[config.mk]
export PLATFORM = sky130hd
export DESIGN_NAME = mc_control_unit
export DESIGN_NICKNAME = d
export VERILOG_FILES = /design/src/rtl/mc_ctrl_pkg.sv /design/src/rtl/mc_ctrl_decode.sv /design/src/rtl/mc_control_unit.sv
export SDC_FILE = /design/constraint.sdc
export NUM_CORES = 1
export LEC_CHECK = 0
export CAP_MARGIN = 20
export CORE_MARGIN = 2
export CORE_UTILIZATION = 41
export CTS_CLUSTER_SIZE = 16
export DETAILED_ROUTE_END_ITERATION = 7
export GPL_ROUTABILITY_DRIVEN = 0
export GPL_TIMING_DRIVEN = 0
export PLACE_DENSITY = 0.83
export SETUP_SLACK_MARGIN = 0.15
export SYNTH_ARGS = -nofsm -noshare
export SYNTH_HDL_FRONTEND = slang
export SYNTH_SLANG_ARGS = --single-unit
export TNS_END_PERCENT = 30
[constraint.sdc]
create_clock -name CLK -period 3.2 [get_ports CLK]
set_input_delay 0.64 -clock CLK [delete_from_list [all_inputs] [get_ports CLK]]
set_output_delay 0.64 -clock CLK [all_outputs]
set_load 0.03 [all_outputs]
[src/rtl/mc_ctrl_pkg.sv]
// mc_ctrl_pkg
// Shared constants for the multi-cycle control unit: FSM state codes,
// instruction opcodes (IR[31:26]), ALUOp encodings, PCSrc and RegDst
// selector codes, plus small opcode-class helpers used by the decoder
// and the next-state logic.
package mc_ctrl_pkg;

  typedef enum logic [2:0] {
    S_IF     = 3'b000,
    S_ID     = 3'b001,
    S_EXE_LS = 3'b010,
    S_MEM    = 3'b011,
    S_WB_LD  = 3'b100,
    S_EXE_BR = 3'b101,
    S_EXE_AL = 3'b110,
    S_WB_AL  = 3'b111
  } state_t;

  localparam logic [5:0] OP_ADD   = 6'b000000;
  localparam logic [5:0] OP_SUB   = 6'b000001;
  localparam logic [5:0] OP_ADDIU = 6'b000010;
  localparam logic [5:0] OP_AND   = 6'b010000;
  localparam logic [5:0] OP_ANDI  = 6'b010001;
  localparam logic [5:0] OP_ORI   = 6'b010010;
  localparam logic [5:0] OP_XORI  = 6'b010011;
  localparam logic [5:0] OP_SLL   = 6'b011000;
  localparam logic [5:0] OP_SLTI  = 6'b100110;
  localparam logic [5:0] OP_SW    = 6'b110000;
  localparam logic [5:0] OP_LW    = 6'b110001;
  localparam logic [5:0] OP_BEQ   = 6'b110100;
  localparam logic [5:0] OP_BNE   = 6'b110101;
  localparam logic [5:0] OP_BLTZ  = 6'b110110;
  localparam logic [5:0] OP_J     = 6'b111000;
  localparam logic [5:0] OP_JR    = 6'b111001;
  localparam logic [5:0] OP_JAL   = 6'b111010;
  localparam logic [5:0] OP_HALT  = 6'b111111;

  localparam logic [2:0] ALU_ADD = 3'b000;
  localparam logic [2:0] ALU_SUB = 3'b001;
  localparam logic [2:0] ALU_SLL = 3'b010;
  localparam logic [2:0] ALU_OR  = 3'b011;
  localparam logic [2:0] ALU_AND = 3'b100;
  localparam logic [2:0] ALU_SLT = 3'b101;
  localparam logic [2:0] ALU_XOR = 3'b111;

  localparam logic [1:0] PC_SEQ    = 2'd0;
  localparam logic [1:0] PC_BRANCH = 2'd1;
  localparam logic [1:0] PC_REG    = 2'd2;
  localparam logic [1:0] PC_JUMP   = 2'd3;

  localparam logic [1:0] RD_RA = 2'd0;
  localparam logic [1:0] RD_RT = 2'd1;
  localparam logic [1:0] RD_RD = 2'd2;

  function automatic logic is_alu_op(input logic [5:0] op);
    case (op)
      OP_ADD, OP_SUB, OP_ADDIU, OP_AND, OP_ANDI,
      OP_ORI, OP_XORI, OP_SLL, OP_SLTI: return 1'b1;
      default:                          return 1'b0;
    endcase
  endfunction

  // R-type ALU ops write rd; the immediate forms write rt.
  function automatic logic is_rtype(input logic [5:0] op);
    return (op == OP_ADD) || (op == OP_SUB) || (op == OP_AND) || (op == OP_SLL);
  endfunction

  function automatic logic is_branch(input logic [5:0] op);
    return (op == OP_BEQ) || (op == OP_BNE) || (op == OP_BLTZ);
  endfunction

  function automatic logic is_ls(input logic [5:0] op);
    return (op == OP_SW) || (op == OP_LW);
  endfunction

  function automatic logic uses_imm(input logic [5:0] op);
    case (op)
      OP_ADDIU, OP_ANDI, OP_ORI, OP_XORI, OP_SLTI, OP_SW, OP_LW: return 1'b1;
      default:                                                  return 1'b0;
    endcase
  endfunction

  function automatic logic [2:0] alu_op_of(input logic [5:0] op);
    case (op)
      OP_SUB, OP_BEQ, OP_BNE, OP_BLTZ: return ALU_SUB;
      OP_AND, OP_ANDI:                 return ALU_AND;
      OP_ORI:                          return ALU_OR;
      OP_XORI:                         return ALU_XOR;
      OP_SLL:                          return ALU_SLL;
      OP_SLTI:                         return ALU_SLT;
      default:                         return ALU_ADD;
    endcase
  endfunction

endpackage

[src/rtl/mc_ctrl_decode.sv]
// mc_ctrl_decode
// Purely combinational output decode: (state, opcode, zero, sign) to all
// datapath enables and selects. No reset handling here; the top gates the
// write/strobe outputs while Rst is high.
// Inputs : state, opcode[5:0], zero, sign
// Outputs: PCWre, PCSrc[1:0], IRWre, InsMemRW, RegWre, RegDst[1:0],
//          WrRegDSrc, ALUSrcA, ALUSrcB, ALUOp[2:0], ExtSel, mRD, mWR, DBDataSrc
import mc_ctrl_pkg::*;

module mc_ctrl_decode (
  input  state_t      state,
  input  logic [5:0]  opcode,
  input  logic        zero,
  input  logic        sign,
  output logic        PCWre,
  output logic [1:0]  PCSrc,
  output logic        IRWre,
  output logic        InsMemRW,
  output logic        RegWre,
  output logic [1:0]  RegDst,
  output logic        WrRegDSrc,
  output logic        ALUSrcA,
  output logic        ALUSrcB,
  output logic [2:0]  ALUOp,
  output logic        ExtSel,
  output logic        mRD,
  output logic        mWR,
  output logic        DBDataSrc
);

  logic ends_in_id;
  logic br_taken;

  // Jumps, undefined opcodes (but not halt) retire in ID.
  assign ends_in_id = !is_alu_op(opcode) && !is_branch(opcode) &&
                      !is_ls(opcode) && (opcode != OP_HALT);

  assign br_taken = ((opcode == OP_BEQ)  &&  zero) ||
                    ((opcode == OP_BNE)  && !zero) ||
                    ((opcode == OP_BLTZ) &&  sign);

  always_comb begin
    PCWre     = 1'b0;
    PCSrc     = PC_SEQ;
    IRWre     = 1'b0;
    InsMemRW  = 1'b0;
    RegWre    = 1'b0;
    RegDst    = RD_RA;
    WrRegDSrc = 1'b0;
    ALUSrcA   = 1'b0;
    ALUSrcB   = 1'b0;
    ALUOp     = ALU_ADD;
    ExtSel    = 1'b0;
    mRD       = 1'b0;
    mWR       = 1'b0;
    DBDataSrc = 1'b0;

    // IR still holds the previous instruction during IF, so the ALU
    // controls are driven from opcode only after it has been loaded.
    // They stay constant through every later state of the instruction.
    if (state != S_IF) begin
      ALUOp   = alu_op_of(opcode);
      ALUSrcA = (opcode == OP_SLL);
      ALUSrcB = uses_imm(opcode);
      ExtSel  = !((opcode == OP_ANDI) || (opcode == OP_ORI) || (opcode == OP_XORI));
    end

    case (state)
      S_IF: begin
        InsMemRW = 1'b1;
        IRWre    = 1'b1;
      end
      S_ID: begin
        PCWre = ends_in_id;
        if ((opcode == OP_J) || (opcode == OP_JAL)) PCSrc = PC_JUMP;
        else if (opcode == OP_JR)                   PCSrc = PC_REG;
        if (opcode == OP_JAL) begin
          RegWre    = 1'b1;
          RegDst    = RD_RA;
          WrRegDSrc = 1'b0;
        end
      end
      S_EXE_BR: begin
        PCWre = 1'b1;
        if (br_taken) PCSrc = PC_BRANCH;
      end
      S_WB_AL: begin
        PCWre     = 1'b1;
        RegWre    = 1'b1;
        RegDst    = is_rtype(opcode) ? RD_RD : RD_RT;
        WrRegDSrc = 1'b1;
      end
      S_MEM: begin
        if (opcode == OP_SW) begin
          mWR   = 1'b1;
          PCWre = 1'b1;
        end else if (opcode == OP_LW) begin
          mRD = 1'b1;
        end
      end
      S_WB_LD: begin
        PCWre     = 1'b1;
        RegWre    = 1'b1;
        RegDst    = RD_RT;
        WrRegDSrc = 1'b1;
        DBDataSrc = 1'b1;
        mRD       = 1'b1;
      end
      default: ;
    endcase
  end

endmodule

[src/rtl/mc_control_unit.sv]
// mc_control_unit
// Multi-cycle CPU control unit. Holds the state register and next-state
// logic; output decode lives in mc_ctrl_decode.
// Inputs : CLK, Rst (sync, active-high), opcode[5:0], zero, sign
// Outputs: PC/IR/regfile/memory enables and datapath selects, state[2:0]
//
// state   | meaning
// IF      | fetch: read imem, load IR
// ID      | decode; jumps/undefined retire here, halt parks here
// EXE_LS  | address calc for lw/sw
// MEM     | data memory access (sw retires)
// WB_LD   | load writeback
// EXE_BR  | branch compare and PC update
// EXE_AL  | ALU execute
// WB_AL   | ALU writeback
import mc_ctrl_pkg::*;

module mc_control_unit (
  input  logic        CLK,
  input  logic        Rst,
  input  logic [5:0]  opcode,
  input  logic        zero,
  input  logic        sign,
  output logic        PCWre,
  output logic [1:0]  PCSrc,
  output logic        IRWre,
  output logic        InsMemRW,
  output logic        RegWre,
  output logic [1:0]  RegDst,
  output logic        WrRegDSrc,
  output logic        ALUSrcA,
  output logic        ALUSrcB,
  output logic [2:0]  ALUOp,
  output logic        ExtSel,
  output logic        mRD,
  output logic        mWR,
  output logic        DBDataSrc,
  output logic [2:0]  state
);

  state_t state_q, state_d;

  logic dec_pcwre, dec_irwre, dec_insmemrw, dec_regwre, dec_mrd, dec_mwr;

  always_ff @(posedge CLK) begin
    if (Rst) state_q <= S_IF;
    else     state_q <= state_d;
  end

  always_comb begin
    state_d = S_IF;
    case (state_q)
      S_IF: state_d = S_ID;
      S_ID: begin
        if (is_alu_op(opcode))      state_d = S_EXE_AL;
        else if (is_branch(opcode)) state_d = S_EXE_BR;
        else if (is_ls(opcode))     state_d = S_EXE_LS;
        else if (opcode == OP_HALT) state_d = S_ID;
        else                        state_d = S_IF;
      end
      S_EXE_AL: state_d = S_WB_AL;
      S_EXE_LS: state_d = S_MEM;
      S_MEM:    state_d = (opcode == OP_LW) ? S_WB_LD : S_IF;
      default:  state_d = S_IF;
    endcase
  end

  mc_ctrl_decode u_decode (
    .state     (state_q),
    .opcode    (opcode),
    .zero      (zero),
    .sign      (sign),
    .PCWre     (dec_pcwre),
    .PCSrc     (PCSrc),
    .IRWre     (dec_irwre),
    .InsMemRW  (dec_insmemrw),
    .RegWre    (dec_regwre),
    .RegDst    (RegDst),
    .WrRegDSrc (WrRegDSrc),
    .ALUSrcA   (ALUSrcA),
    .ALUSrcB   (ALUSrcB),
    .ALUOp     (ALUOp),
    .ExtSel    (ExtSel),
    .mRD       (dec_mrd),
    .mWR       (dec_mwr),
    .DBDataSrc (DBDataSrc)
  );

  // Anything that writes state elsewhere is suppressed during reset so an
  // abandoned instruction never commits.
  assign PCWre    = dec_pcwre    & ~Rst;
  assign IRWre    = dec_irwre    & ~Rst;
  assign InsMemRW = dec_insmemrw & ~Rst;
  assign RegWre   = dec_regwre   & ~Rst;
  assign mRD      = dec_mrd      & ~Rst;
  assign mWR      = dec_mwr      & ~Rst;

  assign state = state_q;

endmodule

# Word level (Yosys, flattened, before mapping)
# Index checks and enable logic that the tools add are counted.
[word_totals] elab_cells=94 regBits=3
[op_classes] n_mux=31 reduce_logical=31 n_eq_ne=25 bitwise_logic=6
[op_table] cell="== test 6 bit (second input constant)" n=10
[op_table] cell="== test 6 x 5 -> 1 bit (second input constant)" n=5
[op_table] cell="case mux 3 bit (6 select lines)" n=1
[op_table] cell="two-way mux 1 bit" n=16
[op_table] cell="case mux 3 bit (5 select lines)" n=1
[op_table] cell="== test 3 bit (second input constant)" n=4
[op_table] cell="two-way mux 3 bit" n=4
[op_table] cell="logical OR 1 bit" n=11
[op_table] cell="OR reduction 9 bit" n=1
[op_table] cell="two-way mux 2 bit" n=4
[op_table] cell="case mux 2 bit (2 select lines)" n=2
[op_table] cell="OR reduction 7 bit" n=1
[op_table] cell="== test 3 x 2 -> 1 bit (second input constant)" n=2
[op_table] cell="== test 6 x 1 -> 1 bit (second input constant)" n=1
[op_table] cell="== test 6 x 2 -> 1 bit (second input constant)" n=1
[op_table] cell="logical AND 1 bit" n=6
[op_table] cell="zero test 6 bit" n=1
[op_table] cell="inequality test 6 bit (second input constant)" n=1
[op_table] cell="bitwise AND 1 bit" n=5
[op_table] cell="zero test 1 bit" n=5
[op_table] cell="case mux 1 bit (2 select lines)" n=2
[op_table] cell="OR reduction 2 bit" n=2
[op_table] cell="OR reduction 4 bit" n=1
[op_table] cell="== test 3 x 1 -> 1 bit (second input constant)" n=1
[op_table] cell="other kinds (5)" n=5

# Logic depth before layout (Yosys ltp)
# Gate-level depths: netlist (run 1).
[logic_depth] ltp_word=9 depth_mapped=6 ltp_nobuf=5

# By module
# From an unflattened synthesis (run 1), not the netlist that was laid out.
[unflattened] hier_cells=118 area_unflattened_um2=802.0
[by_module_without_submodules] mod="mc_ctrl_decode" area_per_inst_um2=485.5 seq_area_each_um2=0.0 cells_each=81 instances=1
[by_module_without_submodules] mod="mc_control_unit" area_per_inst_um2=316.6 seq_area_each_um2=60.1 cells_each=37 instances=1

# Worst setup path after synthesis (run 1)
# No wires, ideal clock.
[synth_timing] path_type="in2out" from="input port opcode[5]" to="output port PCWre" arrival_time_ps=2398 cell_stages=6 slack_ps=162 n_path_buf=1 cell_sequence="buf_4 and2_1 a31oi_1 o22a_1 o21ai_0 o41ai_1"
[synth_between] elab_chain_len=9 word_cells_on_any_way=29 classes_between="14 x eq/ne; 3 x mux; 1 x bitwise; 11 x reduce/logical"
[synth_rtl] item="from (decl)" line="mc_control_unit.sv:21" rtl="input logic [5:0] opcode,"
[synth_rtl] item="== test 6 x 2 -> 1 bit (tied with other cells)" line="mc_ctrl_pkg.sv:56" rtl="case (op)"
[synth_rtl] item="OR reduction 9 bit / logical OR 1 bit (equally long branches)" line="mc_ctrl_pkg.sv:56, mc_ctrl_pkg.sv:69"
[synth_rtl] item="two-way mux 1 bit / logical OR 1 bit (equally long branches)" line="mc_ctrl_pkg.sv:56, mc_ctrl_pkg.sv:69"
[synth_rtl] item="zero test 1 bit" line="mc_ctrl_decode.sv:35" rtl="assign ends_in_id = !is_alu_op(opcode) && !is_branch(opcode) &&"
[synth_rtl] item="logical AND 1 bit (2 in series)" line="mc_ctrl_decode.sv:35"
[synth_rtl] item="logical AND 1 bit" line="mc_ctrl_decode.sv:36" rtl="!is_ls(opcode) && (opcode != OP_HALT);"
[synth_rtl] item="case mux 1 bit (3 select lines) (*)" line="mc_ctrl_decode.sv:68" rtl="case (state)"
[synth_rtl] item="bitwise AND 1 bit (*)" line="mc_control_unit.sv:91" rtl="assign PCWre = dec_pcwre & ~Rst;"
[synth_rtl] item="to (decl)" line="mc_control_unit.sv:24" rtl="output logic PCWre,"
# Mark *: on every way between the ends. The rest lies on a longest branch, timed or not.

# Final worst setup path (run 1)
[layout_timing] from="input port opcode[3]" to="output port RegWre"
[layout_between] elab_chain_len=4
[layout_rtl] item="== test 6 bit" line="mc_ctrl_decode.sv:77" rtl="if (opcode == OP_JAL) begin"
[layout_rtl] item="two-way mux 1 bit" line="mc_ctrl_decode.sv:77"
[layout_rtl] item="case mux 1 bit (2 select lines)" line="mc_ctrl_decode.sv:68"
[layout_rtl] item="bitwise AND 1 bit" line="mc_control_unit.sv:94" rtl="assign RegWre = dec_regwre & ~Rst;"
[layout_rtl] item="to (decl)" line="mc_control_unit.sv:28" rtl="output logic RegWre,"
# No other way between the ends.

==> results of run 1 <==
-- stage by stage --
stage                     area, sq um  cells  power (uW)  utilization, %  setup WS [ns]
after global routing              893    144         230            67.8         0.0877
after global placement            875    140         146            66.4         -0.471
final                             893    144         216            67.8          0.159
after detailed placement          875    140         148            66.4         -0.489
after floorplan                   586     98         109               -          0.162
after CTS                         895    144         215            67.9          0.166
-- report_power, final --
group | leakage [uW] | internal, uW | switching, uW
registers | 0.0000246 | 39.6 | 1.98
logic | 0.000334 | 42.5 | 63.8
clock network | 0.0000150 | 46.8 | 20.9
-- synth_stat cells, types with 2 or more instances --
cell,count
nand3_1,3
or3_1,2
inv_1,5
nand2_1,14
buf_4,2
buf_2,2
o211ai_1,2
nor4_1,3
o21ai_0,4
a21oi_1,7
nor2_1,14
a211oi_1,2
nor3_1,7
a31oi_1,3
clkbuf_1,4
nand2b_1,2
dfxtp_1,3
-- cells by family (layout without fill, tap and decap cells) --
kind of cell / count (synthesis) / count (layout) / share of synthesized area [%]
simple gates: 54 / 54 / 46.8
compound gates: 24 / 24 / 26.1
buf+inv: 14 / 45 / 12.0
flops: 3 / 3 / 10.3
fa+ha+maj: 1 / 1 / 1.71
xor+xnor: 1 / 1 / 1.50
mux: 1 / 1 / 1.71
-- layer usage --
| metal | GRT usage (%) | vias up |
|---|---|---|
| met5 | 0 | - |
| li1 | - | 417 |
| met4 | 10.3 | 0 |
| met2 | 37.5 | 27 |
| met3 | 3.48 | 4 |
| met1 | 26.0 | 361 |
-- area by class of cell --
type / count / area [sq um] / area share (%)
inverters: 5 / 18.8 / 2.10
plain buffers: 9 / 56.3 / 6.30
well taps: 15 / 18.8 / 2.10
clock buffers: 4 / 26.3 / 2.94
repair buffers: 27 / 246 / 27.6
multi-input cells: 81 / 467 / 52.2
flip-flops and latches: 3 / 60.1 / 6.72
-- what timing repair did --
item,4_1_cts,5_1_grt
gates resized for setup,37,4
setup endpoints to repair,14,9
hold endpoints to repair,0,0
-- worst max-delay path: stages --
cell,delay (ns)
clkdlybuf4s50_1,0.50
buf_4,0.18
inv_1,0.09
or3_2,0.50
nand2b_1,0.16
a21oi_1,0.15
buf_4,0.18
-- worst min path at each step --
| stage | cells past startpoint | slack (ns) | endpoint |
|---|---|---|---|
| after floorplan | 2 | 0.70 | state[1] |
| after global placement | 2 | 0.62 | state[1] |
| after detailed placement | 2 | 0.64 | state[0] |
| after CTS | 2 | 0.65 | state[0] |
| after global routing | 2 | 0.70 | state[0] |
| final | 2 | 0.65 | state[0] |
==> out/qor.json, run 1 <==
{
  "run_status": "finished clean",
  "cts_sinks": 3,
  "worstSkewPairLatency_ns": 0.24,
  "route.antenna.remaining_nets": 0,
  "cp_data_arrival_time_ns": 2.40,
  "grt_total_usage_pct": 21.8,
  "maximum_clock_insertion_buffer_count": 2,
  "routedLengthMet1_um": 840,
  "finalNetCount": 140,
  "layout.filler_cells": 131,
  "first_global_vias": 712,
  "r2r_setup_slack_ns": 1.62,
  "post_cts.repair.setup_buffers": 0,
  "hold_path_startpoint": "state[0]",
  "worstSetupStartpointType": "input port",
  "post_drt_via_cell_ratio": 5.62,
  "routed.top_layer": "met4",
  "power.density_cell_area_nw_per_um2": 241,
  "insertedDiodeCount": 0,
  "tightestPinTransition_ns": 0.647,
  "dr.first_iter.drc_count": 15,
  "crit_path_capture": "RegWre",
  "postSynthCellCount": 98,
  "area_share_of_the_largest_cell_type_after_synthesis_pct": 10.3,
  "max_freq_ghz": 0.329,
  "postSynth.topFlopCell": "dfxtp_1",
  "floorplan_core_area_sq_um": 1320,
  "initial_core_util_pct": 44.4,
  "die_width_um": 41.8,
  "numCtsBuffers": 3,
  "drtPass1Iterations": 4,
  "synth.area.top_cells": "dfxtp_1 (10%), nand2_1 (9.0%), nor2_1 (9.0%)",
  "worst_ir_drop_vdd_mv": 0.218,
  "post_cts_hold_buffer_count": 0,
  "met2_length_um": 879,
  "hold_viol_final": 0,
  "first_pass_grt_wire_length_um": 3040,
  "max_cap_violations": 0,
  "worst_setup_path_startpoint": "opcode[3]",
  "synth.cell_area_sq_um": 586,
  "netlist-cell-type-count": 36,
  "ios": 31,
  "yosys.area.top_type": "dfxtp_1",
  "ctsRootBufferMaster": "clkbuf_4",
  "buffers_on_ports": 27,
  "largest_reg_flops": 3,
  "drt_wl_total_um": 1830,
  "worst-endpoint-required_ns": 2.56,
  "synth.yosys.warnings": 0,
  "timing.hold.ws_ns": 0.647,
  "synth-edff-count": 0,
  "drc": 0,
  "worstPathMaxFanout": 10,
  "synth_sequential_area_ratio_pct": 10.3,
  "clk_pin_slew_worst_paths_ns": 0.04,
  "max_slew_margin_pct": 56.6,
  "fin_worst_skew_ns": 0.00679,
  "synth_seq_cells": 3,
  "die_ar_sq_um": 1750,
  "cp_endpoint_kind": "primary output",
  "post_route_cells_drive_above_1_share_pct": 17.1,
  "grt_setup_unrepaired": "true",
  "synthArstFlopShare_pct": 0,
  "tritoncts": "done",
  "min_path_type": "flop to flop",
  "hpwlAfterDp_um": 1430,
  "regToRegStartpoint": "state[0]",
  "ff2ff_path_depth": 5,
  "timing.setup.tns_ns": 0,
  "report.final.slew_viol_count": 0,
  "sum_of_met3_wire_segment_lengths_after_detailed_routing_um": 87,
  "cellLeakagePower_uw": 0.000374,
  "syn_nets": 108,
  "count_of_endpoints_failing_setup_in_the_final_report": 0,
  "layout.cells.most_common_list": "nand2_1 (14), clkdlybuf4s50_1 (14), nor2_1 (12)",
  "row_count": 13,
  "chip_height_um": 41.8,
  "worstReg2RegEnd": "state[2]",
  "route.vias.total": 809,
  "layout_worst_path_cycle_share_pct": 95.0,
  "area.growth.synth_to_final_pct": 52.6,
  "path_class": "input port to primary output",
  "antenna_found_initial": 0,
  "routedWlPerCell_um": 12.7,
  "layout_min_cycle_time_ns": 3.04,
  "cts.htree.levels": 1,
  "grt_overflow": 0,
  "grt_max_degree": 11,
  "post_synth.cell_area_avg_sq_um": 5.98
}
Power figures use the tool's default switching activity.
==> run 2: changes to the inputs <==
--- a/config.mk
+++ b/config.mk
@@ -6,7 +6,6 @@
 export NUM_CORES = 1
 export LEC_CHECK = 0
 export CAP_MARGIN = 20
-export CORE_MARGIN = 2
 export CORE_UTILIZATION = 41
 export CTS_CLUSTER_SIZE = 16
 export DETAILED_ROUTE_END_ITERATION = 7
==> out/qor.json, run 2 (same netlist as run 1, synthesis figures left out) <==
{
  "insertedDiodeCount": {"value": 0, "change": "unchanged"},
  "worstPathCellList": {"value": "clkdlybuf4s50_1 -> buf_6 -> inv_1 -> or3_2 -> a21oi_1 -> dlygate4sd2_1", "change": "was clkdlybuf4s50_1 -> buf_4 -> inv_1 -> or3_2 -> nand2b_1 -> a21oi_1 -> buf_4"},
  "tightestPinTransition": {"value": 0.631, "unit": "ns", "change": "was 0.647 ns"},
  "max_cap_violations": {"value": 0, "change": "unchanged"},
  "grt_overflow": {"value": 0, "change": "unchanged"},
  "worstPathMaxFanout": {"value": 10, "change": "unchanged"},
  "largest_reg_flops": {"value": 3, "change": "unchanged"},
  "post_drt_via_cell_ratio": {"value": 5.51, "change": "was 5.62"},
  "route.vias.total": {"value": 793, "change": "was 809"},
  "drc": {"value": 0, "change": "unchanged"},
  "floorplan_core_area": {"value": 1320, "unit": "sq um", "change": "unchanged"},
  "area.growth.synth_to_final": {"value": 51.7, "unit": "%", "change": "was 52.6%"},
  "die_width": {"value": 39.8, "unit": "um", "change": "was 41.8 um"},
  "cts_sinks": {"value": 3, "change": "unchanged"},
  "post_cts.repair.setup_buffers": {"value": 0, "change": "unchanged"},
  "buffers_on_ports": {"value": 27, "change": "unchanged"},
  "post_route_cells_drive_above_1_share": {"value": 17.8, "unit": "%", "change": "was 17.1%"},
  "first_global_vias": {"value": 594, "change": "was 712"},
  "instances_no_fill": {"value": 144, "change": "unchanged"},
  "path_class": {"value": "input port to primary output", "change": "unchanged"},
  "first_pass_grt_wire_length": {"value": 2660, "unit": "um", "change": "was 3040 um"},
  "tritoncts": {"value": "done", "change": "unchanged"},
  "max_freq": {"value": 0.329, "unit": "GHz", "change": "about the same"},
  "initial_core_util": {"value": 44.4, "unit": "%", "change": "unchanged"},
  "run_status": {"value": "finished clean", "change": "unchanged"},
  "drtPass1Iterations": {"value": 4, "change": "unchanged"},
  "worstSkewPairLatency": {"value": 0.24, "unit": "ns", "change": "about the same"},
  "dr.first_iter.drc_count": {"value": 28, "change": "was 15"},
  "timing.setup.tns": {"value": 0, "unit": "ns", "change": "unchanged"},
  "numCtsBuffers": {"value": 3, "change": "unchanged"},
  "layout_worst_path_cycle_share": {"value": 95.1, "unit": "%", "change": "was 95.0%"},
  "grt_setup_unrepaired": {"value": "true", "change": "unchanged"},
  "report.final.slew_viol_count": {"value": 0, "change": "unchanged"},
  "power.density_cell_area": {"value": 241, "unit": "nW/um^2", "change": "about the same"},
  "ctsRootBufferMaster": {"value": "clkbuf_4", "change": "unchanged"},
  "hpwlAfterDp": {"value": 1330, "unit": "um", "change": "was 1430 um"},
  "cp_endpoint_kind": {"value": "primary output", "change": "unchanged"},
  "post_dp_cell_area": {"value": 875, "unit": "sq um", "change": "unchanged"},
  "route.antenna.remaining_nets": {"value": 0, "change": "unchanged"},
  "worst-endpoint-required": {"value": 2.56, "unit": "ns", "change": "about the same"},
  "cp_data_arrival_time": {"value": 2.40, "unit": "ns", "change": "about the same"},
  "worst_path_largest_cell_delay": {"value": 0.50, "unit": "ns", "change": "about the same"},
  "finish.instance_area": {"value": 888, "unit": "sq um", "change": "was 893 sq um"},
  "finalNetCount": {"value": 140, "change": "unchanged"},
  "place_inst": {"value": 140, "change": "unchanged"},
  "clk_pin_slew_worst_paths": {"value": 0.04, "unit": "ns", "change": "about the same"},
  "antenna_found_initial": {"value": 0, "change": "unchanged"},
  "fin_worst_skew": {"value": 0.00883, "unit": "ns", "change": "was 0.00679 ns"},
  "cellLeakagePower": {"value": 0.000379, "unit": "uW", "change": "was 0.000374 uW"},
  "worstSetupStartpointType": {"value": "input port", "change": "unchanged"},
  "critical-path-slowest-cell": {"value": "or3_2", "change": "was clkdlybuf4s50_1"},
  "ios": {"value": 31, "change": "unchanged"},
  "layout_min_cycle_time": {"value": 3.04, "unit": "ns", "change": "about the same"},
  "grt_total_usage": {"value": 24.2, "unit": "%", "change": "was 21.8%"},
  "max_slew_margin": {"value": 57.6, "unit": "%", "change": "was 56.6%"},
  "layout.cells.most_common_list": {"value": "nand2_1 (14), clkdlybuf4s50_1 (14), nor2_1 (12)", "change": "unchanged"},
  "drt_wl_total": {"value": 1740, "unit": "um", "change": "was 1830 um"},
  "routedWlPerCell": {"value": 12.1, "unit": "um", "change": "was 12.7 um"},
  "layout.core_utilization": {"value": 67.4, "unit": "%", "change": "was 67.8%"},
  "min_path_type": {"value": "flop to flop", "change": "unchanged"},
  "grt_max_degree": {"value": 11, "change": "unchanged"},
  "die_ar": {"value": 1580, "unit": "sq um", "change": "was 1750 sq um"},
  "cts.htree.levels": {"value": 1, "change": "unchanged"},
  "worst_ir_drop_vdd": {"value": 0.285, "unit": "mV", "change": "was 0.218 mV"},
  "hold_viol_final": {"value": 0, "change": "unchanged"},
  "row_count": {"value": 13, "change": "unchanged"},
  "count_of_endpoints_failing_setup_in_the_final_report": {"value": 0, "change": "unchanged"},
  "whs_path_depth": {"value": 2, "change": "unchanged"},
  "maximum_clock_insertion_buffer_count": {"value": 2, "change": "unchanged"},
  "ff2ff_path_depth": {"value": 5, "change": "unchanged"},
  "chip_height": {"value": 39.8, "unit": "um", "change": "was 41.8 um"}
}
run 2: critical path, delay by kind of cell:
family / cells / cell delay, ns
AOI/OAI and AO/OA: 1 / 0.12
and+or+nand+nor: 1 / 0.50
buffers and inverters: 4 / 1.13
run 2: cell type report:
type / instances / area, sq um
fillers: 129 / 429
well taps: 15 / 18.8
inverters: 5 / 18.8
plain buffers: 9 / 60.1
clock buffers: 4 / 26.3
repair buffers: 27 / 234
flip-flops and latches: 3 / 60.1
multi-input cells: 81 / 470
run 2: power by group:
| group | switching, uW | leakage, uW | internal (uW) |
|---|---|---|---|
| combinational | 63.3 | 0.000339 | 42.1 |
| clock | 20.5 | 0.0000150 | 46.8 |
| sequential | 1.94 | 0.0000246 | 39.6 |
| total | 85.8 | 0.000379 | 128 |
run 2: routing by layer:
layer  routed length [um]  global-route usage [%]  up-vias  share of wire, %
li1                     -                       -      415                 -
met1                  816                    35.0      347                47
met2                  818                    38.1       31                47
met3                  101                    1.70        0               5.8
met4                    0                    5.17        0                 0
met5                    0                       0        -                 0
run 2: final timing paths:
check	slack, ns	from	endpoint
worst max register to register	1.64	state[0]	state[2]
worst min register to register	0.65	state[0]	state[0]
worst min-delay path	0.65	state[0]	state[0]
worst max-delay path	0.16	opcode[3]	PCSrc[1]
run 2: through the flow:
stage	power (uW)	setup WS (ns)	hold WS, ns
floorplan	109	0.162	0.701
global placement	145	-0.466	0.624
detailed placement	147	-0.494	0.646
CTS	216	0.150	0.651
global route	228	0.0853	0.677
finish	214	0.157	0.649
run 2: timing repair:
item / in CTS / in global routing
setup endpoints to repair: 14 / 10
hold buffers: 0 / 0
resized for setup: 32 / 10
==> run 3: changes to the inputs <==
--- a/config.mk
+++ b/config.mk
@@ -6,6 +6,7 @@
 export NUM_CORES = 1
 export LEC_CHECK = 0
 export CAP_MARGIN = 20
+export CORE_MARGIN = 3
 export CORE_UTILIZATION = 41
 export CTS_CLUSTER_SIZE = 16
 export DETAILED_ROUTE_END_ITERATION = 7
==> out/qor.json, run 3 (same netlist as run 1, synthesis figures left out) <==
{
  "run_status": {"value": "finished clean", "change": "unchanged"},
  "post_drt_via_cell_ratio": {"value": 5.79, "change": "was 5.51"},
  "worst-endpoint-required": {"value": 2.56, "unit": "ns", "change": "about the same"},
  "ios": {"value": 31, "change": "unchanged"},
  "grt_max_degree": {"value": 11, "change": "unchanged"},
  "finish.instance_area": {"value": 906, "unit": "sq um", "change": "was 888 sq um"},
  "max_freq": {"value": 0.323, "unit": "GHz", "change": "was 0.329 GHz"},
  "min_path_type": {"value": "flop to flop", "change": "unchanged"},
  "worstPathMaxFanout": {"value": 6, "change": "was 10"},
  "maximum_clock_insertion_buffer_count": {"value": 2, "change": "unchanged"},
  "post_route_cells_drive_above_1_share": {"value": 14.0, "unit": "%", "change": "was 17.8%"},
  "worst_ir_drop_vdd": {"value": 0.267, "unit": "mV", "change": "was 0.285 mV"},
  "drtPass1Iterations": {"value": 4, "change": "unchanged"},
  "tritoncts": {"value": "done", "change": "unchanged"},
  "grt_overflow": {"value": 0, "change": "unchanged"},
  "drc": {"value": 0, "change": "unchanged"},
  "layout.filler_cells": {"value": 107, "change": "was 129"},
  "final-seq-area": {"value": 60.1, "unit": "sq um", "change": "unchanged"},
  "layout_min_cycle_time": {"value": 3.09, "unit": "ns", "change": "was 3.04 ns"},
  "post_cts_hold_buffer_count": {"value": 0, "change": "unchanged"},
  "layout_worst_path_cycle_share": {"value": 96.6, "unit": "%", "change": "was 95.1%"},
  "finalNetCount": {"value": 140, "change": "unchanged"},
  "power.density_cell_area": {"value": 242, "unit": "nW/um^2", "change": "was 241 nW/um^2"},
  "route.antenna.remaining_nets": {"value": 0, "change": "unchanged"},
  "first_global_vias": {"value": 705, "change": "was 594"},
  "clk_pin_slew_worst_paths": {"value": 0.04, "unit": "ns", "change": "about the same"},
  "fin_worst_skew": {"value": 0.00961, "unit": "ns", "change": "was 0.00883 ns"},
  "buffers_on_ports": {"value": 27, "change": "unchanged"},
  "die_width": {"value": 43.8, "unit": "um", "change": "was 39.8 um"},
  "path_class": {"value": "input port to primary output", "change": "unchanged"},
  "cp_endpoint_kind": {"value": "primary output", "change": "unchanged"},
  "multi_input_comb_area": {"value": 464, "unit": "sq um", "change": "was 470 sq um"},
  "die_ar": {"value": 1920, "unit": "sq um", "change": "was 1580 sq um"},
  "ctsRootBufferMaster": {"value": "clkbuf_4", "change": "unchanged"},
  "numCtsBuffers": {"value": 3, "change": "unchanged"},
  "largest_reg_flops": {"value": 3, "change": "unchanged"},
  "place_worst_setup_slack": {"value": -0.481, "unit": "ns", "change": "was -0.494 ns"},
  "worstSetupStartpointType": {"value": "input port", "change": "unchanged"},
  "grt_total_usage": {"value": 20.9, "unit": "%", "change": "was 24.2%"},
  "timing.hold.ws": {"value": 0.645, "unit": "ns", "change": "was 0.649 ns"},
  "hpwlAfterDp": {"value": 1420, "unit": "um", "change": "was 1330 um"},
  "floorplan_core_area": {"value": 1220, "unit": "sq um", "change": "was 1320 sq um"},
  "cts.htree.levels": {"value": 1, "change": "unchanged"},
  "row_count": {"value": 12, "change": "was 13"},
  "cellLeakagePower": {"value": 0.000424, "unit": "uW", "change": "was 0.000379 uW"},
  "chip_height": {"value": 43.8, "unit": "um", "change": "was 39.8 um"},
  "worstSkewPairLatency": {"value": 0.24, "unit": "ns", "change": "about the same"},
  "report.final.slew_viol_count": {"value": 0, "change": "unchanged"},
  "insertedDiodeCount": {"value": 0, "change": "unchanged"},
  "count_of_endpoints_failing_setup_in_the_final_report": {"value": 0, "change": "unchanged"},
  "cts_sinks": {"value": 3, "change": "unchanged"},
  "layout.core_utilization": {"value": 74.5, "unit": "%", "change": "was 67.4%"},
  "hold_viol_final": {"value": 0, "change": "unchanged"},
  "cts-resized-gates": {"value": 27, "change": "was 32"},
  "post_dp_cell_area": {"value": 873, "unit": "sq um", "change": "was 875 sq um"},
  "max_slew_margin": {"value": 57.3, "unit": "%", "change": "was 57.6%"},
  "fin_ws": {"value": 0.108, "unit": "ns", "change": "was 0.157 ns"},
  "timing.setup.tns": {"value": 0, "unit": "ns", "change": "unchanged"},
  "post_cts.repair.setup_buffers": {"value": 0, "change": "unchanged"},
  "area.growth.synth_to_final": {"value": 54.7, "unit": "%", "change": "was 51.7%"},
  "first_pass_grt_wire_length": {"value": 3100, "unit": "um", "change": "was 2660 um"},
  "drt_wl_total": {"value": 1970, "unit": "um", "change": "was 1740 um"},
  "layout.cells.most_common_list": {"value": "nand2_1 (14), clkdlybuf4s50_1 (14), nor2_1 (13)", "change": "was nand2_1 (14), clkdlybuf4s50_1 (14), nor2_1 (12)"},
  "cp_data_arrival_time": {"value": 2.45, "unit": "ns", "change": "was 2.40 ns"},
  "tightestPinTransition": {"value": 0.636, "unit": "ns", "change": "was 0.631 ns"},
  "antenna_found_initial": {"value": 0, "change": "unchanged"},
  "route.vias.total": {"value": 828, "change": "was 793"},
  "routedWlPerCell": {"value": 13.8, "unit": "um", "change": "was 12.1 um"},
  "dr.first_iter.drc_count": {"value": 51, "change": "was 28"},
  "max_cap_violations": {"value": 0, "change": "unchanged"},
  "grt_setup_unrepaired": {"value": "true", "change": "unchanged"},
  "initial_core_util": {"value": 48.1, "unit": "%", "change": "was 44.4%"}
}
==> run 3: changes by cell type in the layout (fill, tap and decap cells not counted), sizes merged <==
cell           before  now
clkbuf             11    8
dlymetal6s2s        0    3
buf                 8    7
clkdlybuf4s15       0    1
==> run 3: metrics by stage <==
stage          total power, uW  std cells
6_report                   219        143
5_1_grt                    232        143
4_1_cts                    219        143
3_5_place_dp               147        139
3_3_place_gp               146        139
2_1_floorplan              109         98
==> run 3: worst max-delay path: stages <==
cell             delay, ns
dlygate4sd2_1         0.34
nor2b_4               0.19
nand3b_1              0.10
or3_1                 0.32
or3b_1                0.40
a21oi_1               0.15
clkdlybuf4s15_2       0.31
==> run 3: where the power goes <==
| group | internal [uW] | switching (uW) | total, uW |
|---|---|---|---|
| Sequential | 39.5 | 1.91 | 41.5 |
| Clock | 47.0 | 23.7 | 70.7 |
| Combinational | 42.5 | 64.7 | 107 |
| Total | 129 | 90.4 | 219 |
==> run 3: layout make-up <==
| type | count | area share (%) |
|---|---|---|
| plain buffers | 9 | 6.22 |
| clock buffers | 4 | 2.90 |
| inverters | 5 | 2.07 |
| multi-input cells | 81 | 51.2 |
| flip-flops and latches | 3 | 6.63 |
| well taps | 14 | 1.93 |
| repair buffers | 27 | 29.0 |
==> run 3: worst paths after layout <==
kind,start,to,slack (ns),depth (start not counted)
max,opcode[2],mRD,0.11,7
min,state[0],state[0],0.64,2
max reg2reg,state[0],state[2],1.62,5
min reg2reg,state[0],state[0],0.64,2
==> run 3: metal layers <==
| layer | vias up | track usage [%] | share of wire, % |
|---|---|---|---|
| met5 | - | 0 | 0 |
| met4 | 0 | 5.42 | 1.1 |
| met3 | 4 | 3.73 | 8.7 |
| met2 | 48 | 34.0 | 49 |
| met1 | 356 | 28.1 | 42 |
| li1 | 420 | - | - |
